===== src/rtl/uart_rx_fifo.sv =====
// Purpose: receive-side byte FIFO behind the UART RX deserializer, with a first-word-fall-through (FWFT) read port.
// Latency: a byte is visible on RD_DATA/COUNT right after the edge that sees the RX_END rising edge.
// Backpressure: none toward RX; a write into a full FIFO is dropped and sets sticky OVERRUN.
module uart_rx_fifo #(
    parameter  int WIDTH = 8,
    parameter  int DEPTH = 16,
    localparam int CW    = $clog2(DEPTH) + 1
) (
    input  logic             clk,
    input  logic             rst,
    input  logic             RX_END,
    input  logic [WIDTH-1:0] DQ,
    input  logic             RD,
    output logic [WIDTH-1:0] RD_DATA,
    output logic             EMPTY,
    output logic             FULL,
    output logic [CW-1:0]    COUNT,
    output logic             OVERRUN,
    input  logic             OVR_CLR
);

    localparam int AW = $clog2(DEPTH);

    logic [WIDTH-1:0] mem [DEPTH];
    logic [AW-1:0]    wr_ptr;
    logic [AW-1:0]    rd_ptr;
    logic [CW-1:0]    count;
    logic             overrun;
    logic             rx_end_q;
    logic             wr_evt;
    logic             pop;
    logic             do_wr;
    logic             drop;

    assign wr_evt = RX_END & ~rx_end_q;
    assign pop    = RD & ~EMPTY;
    // When full, a simultaneous pop frees the slot being written, so the write may proceed.
    assign do_wr  = wr_evt & (~FULL | pop);
    assign drop   = wr_evt & FULL & ~pop;

    assign EMPTY   = (count == '0);
    assign FULL    = (count == CW'(DEPTH));
    assign COUNT   = count;
    assign OVERRUN = overrun;
    assign RD_DATA = mem[rd_ptr];

    always_ff @(posedge clk or posedge rst) begin
        if (rst) begin
            wr_ptr   <= '0;
            rd_ptr   <= '0;
            count    <= '0;
            overrun  <= 1'b0;
            rx_end_q <= 1'b1;
        end else begin
            rx_end_q <= RX_END;
            if (do_wr) begin
                wr_ptr <= wr_ptr + AW'(1);
            end
            if (pop) begin
                rd_ptr <= rd_ptr + AW'(1);
            end
            case ({do_wr, pop})
                2'b10:   count <= count + CW'(1);
                2'b01:   count <= count - CW'(1);
                default: count <= count;
            endcase
            if (drop) begin
                overrun <= 1'b1;
            end else if (OVR_CLR) begin
                overrun <= 1'b0;
            end
        end
    end

    always_ff @(posedge clk) begin
        if (do_wr) begin
            mem[wr_ptr] <= DQ;
        end
    end

endmodule


===== config.mk =====
export PLATFORM = sky130hd
export DESIGN_NAME = uart_rx_fifo
export DESIGN_NICKNAME = d
export VERILOG_FILES = /design/src/rtl/uart_rx_fifo.sv
export SDC_FILE = /design/constraint.sdc
export NUM_CORES = 1
export LEC_CHECK = 0
export CORE_ASPECT_RATIO = 1.2
export CORE_UTILIZATION = 39
export CTS_CLUSTER_DIAMETER = 30
export DETAILED_ROUTE_END_ITERATION = 10
export GPL_TIMING_DRIVEN = 0
export SLEW_MARGIN = 10
export SYNTH_ARGS = -nofsm -noshare
export SYNTH_HDL_FRONTEND = slang
export SYNTH_SLANG_ARGS = --single-unit

===== constraint.sdc =====
create_clock -name clk -period 3.23 [get_ports clk]
set_input_delay 0.646 -clock clk [delete_from_list [all_inputs] [get_ports clk]]
set_output_delay 0.646 -clock clk [all_outputs]
set_load 0.05 [all_outputs]

== Yosys cells after proc, flatten, opt, wreduce, memory -nomap -nowiden ==
Memory sizes are Yosys's and may differ from the RTL's.
Cells that the tools add are included.

* RAM bits: 128
* Output and inout port bits: 16
* Register bits after elaboration: 15
* Memories kept: 1
* Logic and storage cells: 31

{| class="wikitable"
|+ Memory list
! memory !! words !! bits a word !! rd ports !! clocked after Yosys merged registers in !! wr ports !! line !! RTL
|-
| mem || 16 || 8 || 1 || 0 || 1 || 24 || <nowiki>logic [WIDTH-1:0] mem [DEPTH];</nowiki>
|}

* Add/subtract/negate cells: 4
* Muxes and demuxes: 5
* Equality and inequality tests: 3
* Bitwise logic cells: 10
* Reduce and logical (&&, ||, !) cells: 3

{| class="wikitable"
|+ Operator list
! cell !! count
|-
| case mux 5 bit (2 select lines) || 1
|-
| adder 4 x 1 -> 4 bit (second input constant) || 2
|-
| adder 5 x 1 -> 5 bit (second input constant) || 1
|-
| AND 1 bit || 5
|-
| == test 5 bit (second input constant) || 1
|-
| zero test 5 bit || 1
|-
| subtractor 5 x 1 -> 5 bit (second input constant) || 1
|-
| two-way mux 1 bit || 4
|-
| inverter 1 bit || 4
|-
| nonzero test 2 bit || 2
|-
| == test 2 x 1 -> 1 bit (second input constant) || 1
|-
| == test 2 bit (second input constant) || 1
|-
| bitwise OR 1 bit || 1
|}

== Longest topological paths before layout ==
Gate-level depths: netlist (run 1).

* Depth after elaboration: 7
* Mapped depth: 10

== Worst setup path after synthesis (run 1) ==
No wires, ideal clock.

* Path type: flip-flop to flip-flop
* From: register count[1] (netlist: COUNT[1])
* To: register count[4] (netlist: COUNT[4])
* Setup slack: 0.507 ns
* Stages on the path, launching flop included: 11
* Buffers on the path: 1
* Arrival time: 2.560 ns
* Cells stage by stage: dfrtp_1 -> or4_1 -> buf_6 -> o21a_1 -> nand2_1 -> inv_1 -> ha_1 -> nand2b_1 -> a211o_1 -> o211ai_1 -> o221ai_1

* Longest elaborated chain between the ends: 7
* Elaborated cells on any way between the ends: 13
* Those cells by class: add/sub (2); eq/ne (3); mux (1); bitwise (5); reduce/logical (2)

{| class="wikitable"
|+ RTL lines
! item !! line !! RTL
|-
| from (decl) || 27 || <nowiki>logic [CW-1:0] count;</nowiki>
|-
| from (signal assigned) || 63 || <nowiki>2'b10: count <= count + CW'(1);</nowiki>
|-
| from (signal assigned) || 64 || <nowiki>2'b01: count <= count - CW'(1);</nowiki>
|-
| from (signal assigned) || 65 || <nowiki>default: count <= count;</nowiki>
|-
| zero test 5 bit || 41 || <nowiki>assign EMPTY = (count == '0);</nowiki>
|-
| inverter 1 bit || 36 || <nowiki>assign pop = RD & ~EMPTY;</nowiki>
|-
| AND 1 bit || 36 ||
|-
| bitwise OR 1 bit || 38 || <nowiki>assign do_wr = wr_evt & (~FULL | pop);</nowiki>
|-
| AND 1 bit || 38 ||
|-
| == test 2 x 1 -> 1 bit or == test 2 bit (tied branches) || 62 || <nowiki>case ({do_wr, pop})</nowiki>
|-
| case mux 5 bit (2 select lines) or nonzero test 2 bit (tied branches) || - ||
|}

Parallel ways exist; a longest one is shown, timed or not.
A chain may end at the register's enable or synchronous reset.

== Final worst setup path (run 1) ==
* From: register count[1] (netlist: COUNT[1])
* To: output EMPTY

* Longest elaborated chain between the ends: 1

{| class="wikitable"
|+ RTL lines
! item !! line !! RTL
|-
| zero test 5 bit || 41 ||
|-
| to (decl) || 15 || <nowiki>output logic EMPTY,</nowiki>
|}

No other way between the ends.

==> impl_metrics.json, run 1 <==
{
  "pwr-share-clk_pct": 29.3,
  "hold_violations": 0,
  "hp-class": "flop to flop",
  "area_growth_pct": 19.1,
  "reg2reg_to": "COUNT[4]",
  "synth_ff_type": "edfxtp_1",
  "via_count": 2930,
  "grt_pass1_wl_mm": 17.7,
  "synth_edf_count": 128,
  "synthesis.area_um2": 5880,
  "grt_overflow": 0,
  "cts_buffers": 17,
  "p_total_mw": 6.50,
  "ant_nets": 0,
  "first_global_vias": 3043,
  "htreeDepth": 4,
  "yosys.area.top_type": "edfxtp_1",
  "p_int_mw": 4.28,
  "ys_seq_elements": 143,
  "cap_violations": 0,
  "layout.cells.non_filler": 576,
  "vias_per_cell": 5.09,
  "rsz0062_at_grt": "no",
  "fmax_mhz": 317,
  "finClkSkew_ns": 0.00906,
  "slew_headroom_pct": 45.9,
  "drive_gt1_share_pct": 22.9,
  "min_from": "wr_ptr[3]",
  "clkTransAtPathRegs_ns": 0.06,
  "fillCellCount": 1256,
  "nNetsFinal": 385,
  "holdPathEnd": "wr_ptr[3]",
  "start_util_pct": 40.4,
  "cts-root-buf": "clkbuf_16",
  "startpoint_type": "flop",
  "cp.arrival_ns": 2.51,
  "io_buffers": 28,
  "cts_tree": "built",
  "peakVddDrop_uv": 495,
  "finalSetupTns_ns": 0,
  "r2r_slack_ns": 0.48,
  "cts_max_path_buffers": 2,
  "antenna_found_initial": 0,
  "ys_types": 42,
  "reg2reg_from": "COUNT[1]",
  "p_leak_nw": 2.34,
  "drc": 0,
  "power.density_nw_per_um2": 928,
  "outcome": "complete, no violations",
  "crit_required_ns": 2.58,
  "clk_latency_ns": 0.42,
  "die_h_um": 136,
  "netlist.area_leader.share_pct": 65.4,
  "synthTopCellsByArea": "edfxtp_1 (65%), mux4_2 (12%), dfrtp_1 (6.0%)",
  "wl_per_cell_um": 19.9,
  "slew_violations": 0,
  "finalSetupViolCount": 0,
  "fin_crit_sh_pct": 97.8,
  "place_congestion": 0.748,
  "dieArea_um2": 15600,
  "avgSynthCellArea_um2": 18.5,
  "antenna_cells": 0,
  "endpoint_kind": "primary output",
  "grt_usage_pct": 16.5,
  "p_seq_share_pct": 36.1,
  "cts.sinks": 143,
  "synthCells": 317,
  "dp.cells": 545,
  "cp_max_fo": 7,
  "p_switching_mw": 2.22,
  "num_rows": 48,
  "synth-seq-area-share_pct": 71.8,
  "period_needed_ns": 3.16,
  "fp.dieW_um": 114,
  "ys_warn_count": 0,
  "ys_async_sr_fraction_pct": 10.5,
  "syn_nets": 339,
  "core-area_um2": 14500,
  "drtIter0Drc": 233,
  "critical_path_class": "flop to primary output",
  "firstDrtPassIters": 4,
  "hpwl_mm": 7.60,
  "place_area_um2": 6410,
  "hold_buffers": 0,
  "io_pins": 29,
  "routed_wl_mm": 11.5,
  "final_area_um2": 7000,
  "switching_share_pct": 34.2,
  "hold_path_depth": 1,
  "r2r_cells": 10,
  "worstMarginPinSlew_ns": 0.809,
  "pwr-share-comb_pct": 34.6,
  "grt_max_degree": 17
}
==> cell families (layout without fill, tap and decap cells) <==
group                    after synthesis  in the layout  share of synthesized area, %
AO/OA/AOI/OAI                         35             35                          4.47
XOR/XNOR                               8              8                          1.19
adder cells (fa/ha/maj)                9              9                          2.04
buffers and inverters                 24             83                          1.75
flip-flops                           143            143                          71.8
multiplexers                          34             34                          12.9
AND/OR/NAND/NOR                       64             64                          5.83
==> critical path, stage by stage (launching register included) <==
cell and delay [ns]:
dfrtp_1 0.46, or4_1 0.55, buf_6 0.16, nor2_4 0.11, clkdlybuf4s50_1 0.82
==> synth_stat cells, types with 2 or more instances <==
cell type	number
a21oi_1	3
a22oi_1	16
and2_1	15
and3b_1	2
buf_1	3
buf_2	4
clkbuf_1	5
dfrtp_1	14
edfxtp_1	128
ha_1	8
inv_1	11
mux4_2	32
nand2_1	22
nand2b_1	3
nand3_1	2
nand4_1	2
nor2_1	8
nor2b_1	4
o211ai_1	3
o21ai_0	4
xnor2_1	7
==> routing by layer <==
metal | up-vias | GRT usage, % | wire length, um
met5 | - | 0 | 0
met4 | 0 | 5.27 | 114
met3 | 9 | 5.08 | 561
met2 | 77 | 27.1 | 5860
met1 | 1494 | 20.9 | 4910
li1 | 1350 | - | -
==> final cells by class <==
cell class	instances	area, um2	area share (%)
flip-flops and latches	143	4220	60.3
clock inverters	12	144	2.06
multi-input cells	150	1560	22.3
inverters	11	41.3	0.590
clock buffers	20	437	6.24
plain buffers	12	85.1	1.22
well taps	200	250	3.57
repair buffers	28	259	3.70
==> sequential cells by signal, summed over array words and instances (netlist names) <==
name,cells
OVERRUN,1
COUNT,5
rx_end_q,1
wr_ptr,4
rd_ptr,4
mem,128
==> how the worst max path moves through the flow <==
stage                   start    endpoint  slack, ns  cells past startpoint
finish               COUNT[1]       EMPTY       0.07                      4
global route         COUNT[1]       EMPTY      0.002                      4
CTS                 rd_ptr[0]  RD_DATA[3]       0.04                      6
detailed placement  rd_ptr[1]  RD_DATA[0]      -0.30                      6
global placement    rd_ptr[1]  RD_DATA[0]      -0.29                      6
floorplan            COUNT[1]    COUNT[4]       0.51                     10
==> power groups by stage <==
stage,clock network [mW],registers (mW),logic (mW)
global route,2.02,2.37,2.42
CTS,1.93,2.34,2.29
detailed placement,0,2.36,2.32
floorplan,0,2.42,1.54
finish,1.90,2.34,2.25
global placement,0,2.35,2.30
==> placed cells by master (no fill, tap or decap), types with 2 or more instances in the layout <==
| cell type | instances |
|---|---|
| a21oi_1 | 3 |
| a22oi_1 | 14 |
| a22oi_2 | 2 |
| and2_1 | 15 |
| and3b_1 | 2 |
| buf_1 | 2 |
| buf_2 | 2 |
| buf_6 | 4 |
| bufinv_16 | 3 |
| clkbuf_1 | 5 |
| clkbuf_16 | 17 |
| clkbuf_2 | 5 |
| clkdlybuf4s15_2 | 3 |
| clkdlybuf4s50_1 | 20 |
| clkinv_1 | 2 |
| clkinv_2 | 3 |
| clkinvlp_4 | 3 |
| dfrtp_1 | 14 |
| edfxtp_1 | 128 |
| ha_1 | 8 |
| inv_1 | 11 |
| mux4_2 | 32 |
| nand2_1 | 22 |
| nand2b_1 | 3 |
| nand3_1 | 2 |
| nand4_1 | 2 |
| nor2_1 | 8 |
| nor2b_1 | 4 |
| o211ai_1 | 3 |
| o21ai_0 | 4 |
| xnor2_1 | 7 |
==> metrics by stage <==
stage | setup WS [ns] | util, % | hold WS [ns]
3_3_place_gp | -0.286 | 44.1 | 0.518
6_report | 0.0724 | 48.2 | 0.537
2_1_floorplan | 0.507 | - | 0.493
5_1_grt | 0.00173 | 48.2 | 0.588
4_1_cts | 0.0352 | 48.2 | 0.540
3_5_place_dp | -0.299 | 44.1 | 0.526
==> repair_timing <==
item / CTS / global route
gates resized for setup: 27 / 12
setup endpoints to repair: 8 / 7
pin swaps: 0 / 0
buffers inserted: 0 / 0
(Power assumes the default switching activity.)
==> run 2: changes to the inputs <==
SLEW_MARGIN = 20   (was 10)
==> results of run 2 <==
The final DEF is identical to that of run 1; final timing and power are the same.
